===== src/rtl/sqrt_pkg.sv =====
// rtl/sqrt_pkg.sv - shared state encoding and sizing helpers for the sequential square root
package sqrt_pkg;

  typedef logic [1:0] state_t;

  localparam state_t ST_IDLE = 2'd0;
  localparam state_t ST_CALC = 2'd1;
  localparam state_t ST_DONE = 2'd2;

  // Step counter width; a single-step root still gets a 1-bit counter.
  function automatic int sqrt_cnt_w(input int w);
    return (w / 2 > 1) ? $clog2(w / 2) : 1;
  endfunction

endpackage


===== src/rtl/sqrt_seq_if.sv =====
// rtl/sqrt_seq_if.sv - operand/result handshake bundle between the squares adder and sqrt_seq
interface sqrt_seq_if #(
  parameter int W = 8
);

  logic             data_rdy;
  logic [W-1:0]     radicand;
  logic             busy;
  logic             res_rdy;
  logic [W/2-1:0]   root;
  logic [W/2:0]     rem;
  logic             ovf;

  modport master (
    output data_rdy, radicand,
    input  busy, res_rdy, root, rem, ovf
  );

  modport slave (
    input  data_rdy, radicand,
    output busy, res_rdy, root, rem, ovf
  );

endinterface


===== src/rtl/sqrt_step.sv =====
// rtl/sqrt_step.sv - one restoring root digit: try subtracting {root,01} from {rem,d}
module sqrt_step #(
  parameter int W = 8
) (
  input  logic [W/2:0]   rem_p,
  input  logic [W/2-1:0] root_p,
  input  logic [1:0]     d,
  output logic [W/2:0]   rem_p_n,
  output logic [W/2-1:0] root_p_n
);

  localparam int TW = W / 2 + 3;

  logic [TW-1:0] dividend;
  logic [TW-1:0] trial_sub;
  logic          fits;

  assign dividend  = {rem_p, d};
  assign trial_sub = {1'b0, root_p, 2'b01};

  // Full-width compare is the sign of the trial; the low bits of the
  // difference are exact because the kept remainder never exceeds 2*root.
  assign fits     = (dividend >= trial_sub);
  assign rem_p_n  = fits ? (dividend[W/2:0] - trial_sub[W/2:0]) : dividend[W/2:0];
  assign root_p_n = {root_p[W/2-2:0], fits};

endmodule


===== src/rtl/sqrt_seq.sv =====
// rtl/sqrt_seq.sv - multi-cycle integer square root, one root bit resolved per clock
module sqrt_seq
  import sqrt_pkg::*;
#(
  parameter int W = 8
) (
  input  logic      clk,
  input  logic      rstn,
  sqrt_seq_if.slave bus
);

  localparam int HW = W / 2;
  localparam int CW = sqrt_cnt_w(W);

  state_t         state;
  state_t         state_n;
  logic [CW-1:0]  cnt;
  logic [W-1:0]   shreg;
  logic [HW:0]    rem_p;
  logic [HW:0]    rem_p_n;
  logic [HW-1:0]  root_p;
  logic [HW-1:0]  root_p_n;
  logic [HW-1:0]  root_q;
  logic [HW:0]    rem_q;
  logic           ovf_q;
  logic           accept;
  logic           calc;
  logic           res_rdy;
  logic           last_step;

  assign last_step = (cnt == CW'(HW - 1));

  sqrt_step #(.W(W)) u_step (
    .rem_p    (rem_p),
    .root_p   (root_p),
    .d        (shreg[W-1:W-2]),
    .rem_p_n  (rem_p_n),
    .root_p_n (root_p_n)
  );

  always_ff @(posedge clk or negedge rstn) begin
    if (!rstn) begin
      state <= ST_IDLE;
    end else begin
      state <= state_n;
    end
  end

  always_comb begin
    state_n = state;
    case (state)
      ST_IDLE: if (bus.data_rdy) state_n = ST_CALC;
      ST_CALC: if (last_step) state_n = ST_DONE;
      ST_DONE: state_n = bus.data_rdy ? ST_CALC : ST_IDLE;
      default: state_n = ST_IDLE;
    endcase
  end

  always_comb begin
    accept  = 1'b0;
    calc    = 1'b0;
    res_rdy = 1'b0;
    case (state)
      ST_IDLE: accept = bus.data_rdy;
      ST_CALC: calc = 1'b1;
      ST_DONE: begin
        res_rdy = 1'b1;
        accept  = bus.data_rdy;
      end
      default: ;
    endcase
  end

  always_ff @(posedge clk or negedge rstn) begin
    if (!rstn) begin
      cnt    <= '0;
      shreg  <= '0;
      rem_p  <= '0;
      root_p <= '0;
      root_q <= '0;
      rem_q  <= '0;
    end else if (accept) begin
      cnt    <= '0;
      shreg  <= bus.radicand;
      rem_p  <= '0;
      root_p <= '0;
    end else if (calc) begin
      cnt    <= cnt + 1'b1;
      shreg  <= {shreg[W-3:0], 2'b00};
      rem_p  <= rem_p_n;
      root_p <= root_p_n;
      // Results publish on the same edge that moves into DONE.
      if (last_step) begin
        root_q <= root_p_n;
        rem_q  <= rem_p_n;
      end
    end
  end

  always_ff @(posedge clk or negedge rstn) begin
    if (!rstn) begin
      ovf_q <= 1'b0;
    end else if (calc && bus.data_rdy) begin
      ovf_q <= 1'b1;
    end
  end

  assign bus.busy    = calc;
  assign bus.res_rdy = res_rdy;
  assign bus.root    = root_q;
  assign bus.rem     = rem_q;
  assign bus.ovf     = ovf_q;

endmodule


===== src/flat_wrapper.sv =====
// flat-port wrapper written by rule: the top's interface ports become plain ports
module sqrt_seq_flat import sqrt_pkg::*;
#(
  parameter int W = 8
)
  (clk, rstn, bus_data_rdy, bus_radicand, bus_busy, bus_res_rdy, bus_root, bus_rem, bus_ovf);
  sqrt_seq_if #(.W(W)) bus_i ();
  input  logic clk;
  input  logic rstn;
  input wire logic [$bits(bus_i.data_rdy)-1:0] bus_data_rdy;
  input wire logic [$bits(bus_i.radicand)-1:0] bus_radicand;
  output wire logic [$bits(bus_i.busy)-1:0] bus_busy;
  output wire logic [$bits(bus_i.res_rdy)-1:0] bus_res_rdy;
  output wire logic [$bits(bus_i.root)-1:0] bus_root;
  output wire logic [$bits(bus_i.rem)-1:0] bus_rem;
  output wire logic [$bits(bus_i.ovf)-1:0] bus_ovf;
  assign bus_i.data_rdy = bus_data_rdy;
  assign bus_i.radicand = bus_radicand;
  assign bus_busy = bus_i.busy;
  assign bus_res_rdy = bus_i.res_rdy;
  assign bus_root = bus_i.root;
  assign bus_rem = bus_i.rem;
  assign bus_ovf = bus_i.ovf;
  sqrt_seq #(.W(W)) u_core (.clk(clk), .rstn(rstn), .bus(bus_i));
endmodule

===== config.mk =====
export PLATFORM = sky130hd
export DESIGN_NAME = sqrt_seq_flat
export DESIGN_NICKNAME = d
export VERILOG_FILES = /design/src/rtl/sqrt_pkg.sv /design/src/rtl/sqrt_seq_if.sv /design/src/rtl/sqrt_step.sv /design/src/rtl/sqrt_seq.sv /design/src/flat_wrapper.sv
export SDC_FILE = /design/constraint.sdc
export NUM_CORES = 1
export LEC_CHECK = 0
export ABC_CLOCK_PERIOD_IN_PS = 3300
export BUFFER_PORTS_ARGS = -buffer_cell sky130_fd_sc_hd__buf_2
export CAP_MARGIN = 20
export CORE_AREA = 2 2 53 55
export CTS_CLUSTER_SIZE = 28
export DETAILED_ROUTE_END_ITERATION = 16
export DIE_AREA = 0 0 55 57
export HOLD_SLACK_MARGIN = 0.05
export PLACE_DENSITY = 0.77
export SLEW_MARGIN = 20
export SYNTH_ARGS = -nofsm -noshare
export SYNTH_HDL_FRONTEND = slang
export SYNTH_SLANG_ARGS = --single-unit

===== constraint.sdc =====
create_clock -name clk -period 3.3 [get_ports clk]
set_input_delay 0.33 -clock clk [delete_from_list [all_inputs] [get_ports clk]]
set_output_delay 0.33 -clock clk [all_outputs]
set_load 0.005 [all_outputs]

; ---- Word level (Yosys, flattened, before mapping)
; Index checks and enable logic that the tools add are counted.
[classes]
mux = 16
bitwise = 1
reduce_logical = 6
eq_ne = 5
n_addsub = 2
magnitude_cmp = 1
[op_table]
columns = op, count
row1 = 8-bit 2-to-1 mux, 2
row2 = 5-bit 2-to-1 mux, 3
row3 = 2-bit 2-to-1 mux, 4
row4 = 4-bit 2-to-1 mux, 2
row5 = 7-bit by 6-bit >= comparator with 1-bit output, 1
row6 = 2-bit one-hot mux with 3 select lines, 1
row7 = 5-bit subtractor, 1
row8 = "2-bit == test, second input constant", 2
row9 = 1-bit 2-to-1 mux, 4
row10 = 3-bit AND reduction, 1
row11 = "2-bit by 1-bit adder with 2-bit output, second input constant", 1
row12 = "2-bit by 1-bit == test with 1-bit output, second input constant", 1
row13 = 2-bit logical NOT, 1
row14 = "2-bit by 1-bit inequality test with 1-bit output, second input constant", 1
row15 = "2-bit inequality test, second input constant", 1
row16 = 2-bit AND reduction, 1
row17 = 2-bit nonzero test, 1
row18 = 2-bit OR reduction, 1
row19 = 1-bit logical AND, 1
row20 = 1-bit NOT, 1
[totals]
in_bits = 11
elab_cells = 39
regBits = 31

; ---- Longest topological paths before layout
[logic_depth]
ltp_word = 5
depth_mapped = 7
ltp_nobuf = 7

; ---- Hierarchy
; From an unflattened synthesis, not the netlist that was laid out.
[unflattened]
cells_unflattened = 140
hier_area_um2 = 1740.4
[by_module_without_submodules]
columns = mod, seq_area_each_um2, area_each_um2, cells_per_inst, n_inst
row1 = sqrt_seq, 775.7, 1440.1, 103, 1
row2 = sqrt_step, 0.0, 300.3, 37, 1

; ---- Least setup slack after synthesis
; Ideal clock, no wire load.
[synth_path]
path_kind = register -> register
start = reg u_core.root_p[1]
end = reg u_core.rem_p[1]
path_stages_with_launch = 8
period_less_slack_ns = 1.744
required_time_ns = 3.224
setup_ns = 0.076
arrival_time_ns = 1.667
path_slack_ns = 1.556
cell_sequence = dfrtp_1 > inv_1 > ha_1 > a31oi_2 > o21ai_2 > a21boi_4 > mux2_4 > o21ai_1
[synth_between]
elab_chain_len = 4
[synth_lines]
columns = element, line_no
row1 = start: declaration, sqrt_seq.sv:21  ; logic [HW-1:0] root_p;
row2 = start signal: assignment, sqrt_seq.sv:91  ; root_p <= root_p_n;
row3 = 7-bit by 6-bit >= comparator with 1-bit output, sqrt_step.sv:23  ; assign fits = (dividend >= trial_sub);
row4 = 5-bit 2-to-1 mux, sqrt_step.sv:24  ; assign rem_p_n = fits ? (dividend[W/2:0] - trial_sub[W/2:0]) : dividend[W/2:0];
row5 = 5-bit 2-to-1 mux, sqrt_seq.sv:87  ; end else if (calc) begin
row6 = 5-bit 2-to-1 mux, sqrt_seq.sv:82  ; end else if (accept) begin
row7 = end signal: assignment, sqrt_seq.sv:90  ; rem_p <= rem_p_n;
row8 = end: declaration, sqrt_seq.sv:19  ; logic [HW:0] rem_p;
; No other way between the ends. The select of a mux whose other input is x is not followed.
; A chain may end at the register's enable or synchronous reset.

; ---- Worst setup path in the final report
[layout_path]
start = reg u_core.state[0]
end = out bus_busy
[layout_between]
elab_chain_len = 2
[layout_lines]
columns = element, line_no
row1 = start: declaration, sqrt_seq.sv:15  ; state_t state;
row2 = start signal: assignment, sqrt_seq.sv:45  ; state <= state_n;
row3 = 2-bit by 1-bit == test with 1-bit output, sqrt_seq.sv:63  ; case (state)
row4 = 1-bit 2-to-1 mux, sqrt_seq.sv:63
row5 = end: declaration, flat_wrapper.sv:12  ; output wire logic [$bits(bus_i.busy)-1:0] bus_busy;
; No other way between the ends.

==> out/qor.txt <==
Post-DRT Antenna Nets = 0
initial antenna violation count = 0
Final Critical Period = 1.94 ns
Post-synth top flop = dfrtp_1
M1 GR Usage = 27.7%
TritonCTS clock tree = yes
number of flops mapped to enable cells by yosys = 0
PD cells = 1190 mW/mm²
Reg-to-Reg Start = u_core.root_p[1]
first-pass GRT wire length = 4820 µm
Vias = 1072
Final Hold Fails = 0
status = completed
Worst-Skew Late Latency = 0.33 ns
met2 Use GR = 35.0%
FF+latch count, synth = 31
crit path capture = bus_busy
Layout Cells excl Fill = 195
buffer type at the clock tree root = clkbuf_4
Cell Area, Synth = 0.00142 mm²
CP Class = flip-flop to primary output
Hold Path Class = primary input to flip-flop
simple-gate portion of the synthesized area = 11.6%
R2R Path End = u_core.bus.rem[1]
Final Max Tran Viols = 0
share of async-settable or async-resettable flops after synthesis = 100%
Port Buffers = 22
die height = 57 µm
post-route setup TNS = 0 ns
Yosys top cell by area = dfrtp_1
Longest Clk Path Bufs = 2
maximum VDD drop = 0.772 mV
Final Cycle Share = 58.8%
Vias per Instance = 5.50
Reg2Reg Setup Slack = 1.38 ns
post-synthesis sequential area ratio = 54.6%
Area Growth Syn to Fin = 16.3%
GP Congestion = 0.854
register clock-pin slew on the reported worst setup and hold paths = 0.10 ns
die outline width = 55 µm
Yosys warnings = 0
Synth Area in Compound Gates = 19.5%
top cells by instance count after synthesis = dfrtp_1 (31), nand2_1 (17), nor2_1 (11)
IO Count = 23
1st-pass router iterations = 3
Synth Area in Adders = 6.17%
highest clock rate = 516 MHz
largest family of logic cells by synthesized area = compound AO/OA/AOI/OAI gates
Setup crit start kind = flip-flop
fraction of layout instances using a drive strength above 1 = 23.2%
Post-Synth XOR/XNOR Area = 1.85%
Remaining Overflow, GRT = 0
Critical Path RT = 2.97 ns
RSZ-0062 raised after global routing = false
final wirelength = 2770 µm
Cells after Synth = 136
DP Cell Count = 186
site row count = 19
Worst Tran Pin Value = 0.679 ns
P_leak = 0.801 nW
DRT iter0 DRCs = 1
GR peak layer = met2
met3 usage = 8.12%
DR WL/cell = 14.2 µm
max_cap viols = 0
drc violations = 0
clk sinks = 31
slew margin rel. = 54.7%
H-tree levels = 2
Final Skew = 0.00614 ns
WP data arrival = 1.61 ns
Synth area leaders = dfrtp_1 (55%), ha_1 (6.2%), nand2_1 (4.5%)
largest net degree at the start of global routing = 32
core area = 0.00262 mm²
GRT Util Overall = 21.9%
number of global-route vias before repair = 1080
mux cell area share after synthesis = 3.17%
n_diodes = 0
maximum net fanout on the critical path = 17
crit path from = u_core.state[0]
Unique masters post-synth = 29
starting density of the core = 54.3%
worst-case reg-to-reg path depth = 7
final setup violation count = 0
TritonCTS buffer count = 5
share of the synthesized area in the top cell type = 54.6%
syn_nets = 154
dpl hpwl = 2030 µm
Mapped Avg Cell Area = 10.4 µm²
full die area = 0.00314 mm²
count leader, synth = dfrtp_1
# fillers = 226
Final nets = 181
CP Capture Type = primary output
worst min path at each step:
| stage | start | to | slack [ns] | depth (start not counted) |
|---|---|---|---|---|
| floorplan | rstn | u_core.bus.ovf | 0.03 | 0 |
| global placement | rstn | u_core.bus.root[3] | 0.40 | 1 |
| detailed placement | rstn | u_core.bus.root[3] | 0.40 | 1 |
| CTS | bus_radicand[1] | u_core.shreg[1] | 0.21 | 2 |
| global route | bus_radicand[0] | u_core.shreg[0] | 0.22 | 2 |
| finish | bus_radicand[0] | u_core.shreg[0] | 0.23 | 2 |
per-layer routing:
metal	part of all wire, %	up-vias
met4	1.6	0
li1	-	525
met5	0	-
met1	43	517
met3	4.6	7
met2	51	23
flip-flops by register name, summed over array words and instances, names as in the netlist:
register and count:
u_core.root_p 4, u_core.rem_p 5, u_core.state 2, u_core.bus.root 4
u_core.cnt 2, u_core.shreg 8, u_core.bus.ovf 1, u_core.bus.rem 5
repair_timing:
item	CTS	global route
hold buffers	1	0
resized for setup	0	0
endpoints found under the hold margin	31	0
buffers inserted	0	0
layout make-up:
| type | instances | area [µm²] | share of cell area (%) |
|---|---|---|---|
| sequential | 31 | 776 | 47.0 |
| multi-input combinational | 94 | 601 | 36.4 |
| timing repair buffer | 23 | 120 | 7.27 |
| clock buffer | 6 | 51.3 | 3.11 |
| tap | 31 | 38.8 | 2.35 |
| clock inverter | 2 | 35.0 | 2.12 |
| inverter | 8 | 30.0 | 1.82 |
logic make-up after synthesis:
| group | after synthesis |
|---|---|
| fa+ha+maj | 7 |
| mux | 4 |
| compound gates | 43 |
| flops | 31 |
| xor+xnor | 3 |
| simple gates | 37 |
| buf+inv | 11 |
per-stage QoR:
stage	power (mW)	util (%)	hold slack (ns)	area [µm²]	setup slack (ns)
3_3_place_gp	1.61	59.5	0.398	1560	1.43
3_5_place_dp	1.66	59.5	0.404	1560	1.38
4_1_cts	1.98	63.2	0.212	1650	1.36
2_1_floorplan	1.41	-	0.0344	1420	1.56
5_1_grt	2.15	63.2	0.221	1650	1.23
6_report	1.96	63.2	0.230	1650	1.36
power breakdown:
part,total [mW],switching [mW],internal [mW]
clock network,0.308,0.129,0.179
logic,0.978,0.563,0.414
registers,0.674,0.114,0.560
total,1.96,0.806,1.15
cells in the final DEF (no fill, tap or decap), drive strengths merged, types with 2 or more instances in the layout:
cell | netlist | layout
a211oi | 2 | 2
a21oi | 4 | 4
a22o | 3 | 3
a22oi | 2 | 2
buf | 2 | 22
clkbuf | 1 | 6
dfrtp | 31 | 31
ha | 7 | 7
inv | 8 | 8
mux2i | 3 | 3
nand2 | 18 | 18
nand2b | 3 | 3
nor2 | 12 | 12
nor2b | 3 | 3
o21ai | 20 | 20
o22ai | 8 | 8
xnor2 | 2 | 2
worst max-delay path: stages (launching register included):
cell and delay, ns:
dfrtp_1 0.44, nand2b_1 0.50, inv_2 0.17, buf_2 0.17
Note: power is estimated with default switching activity, not from simulation.
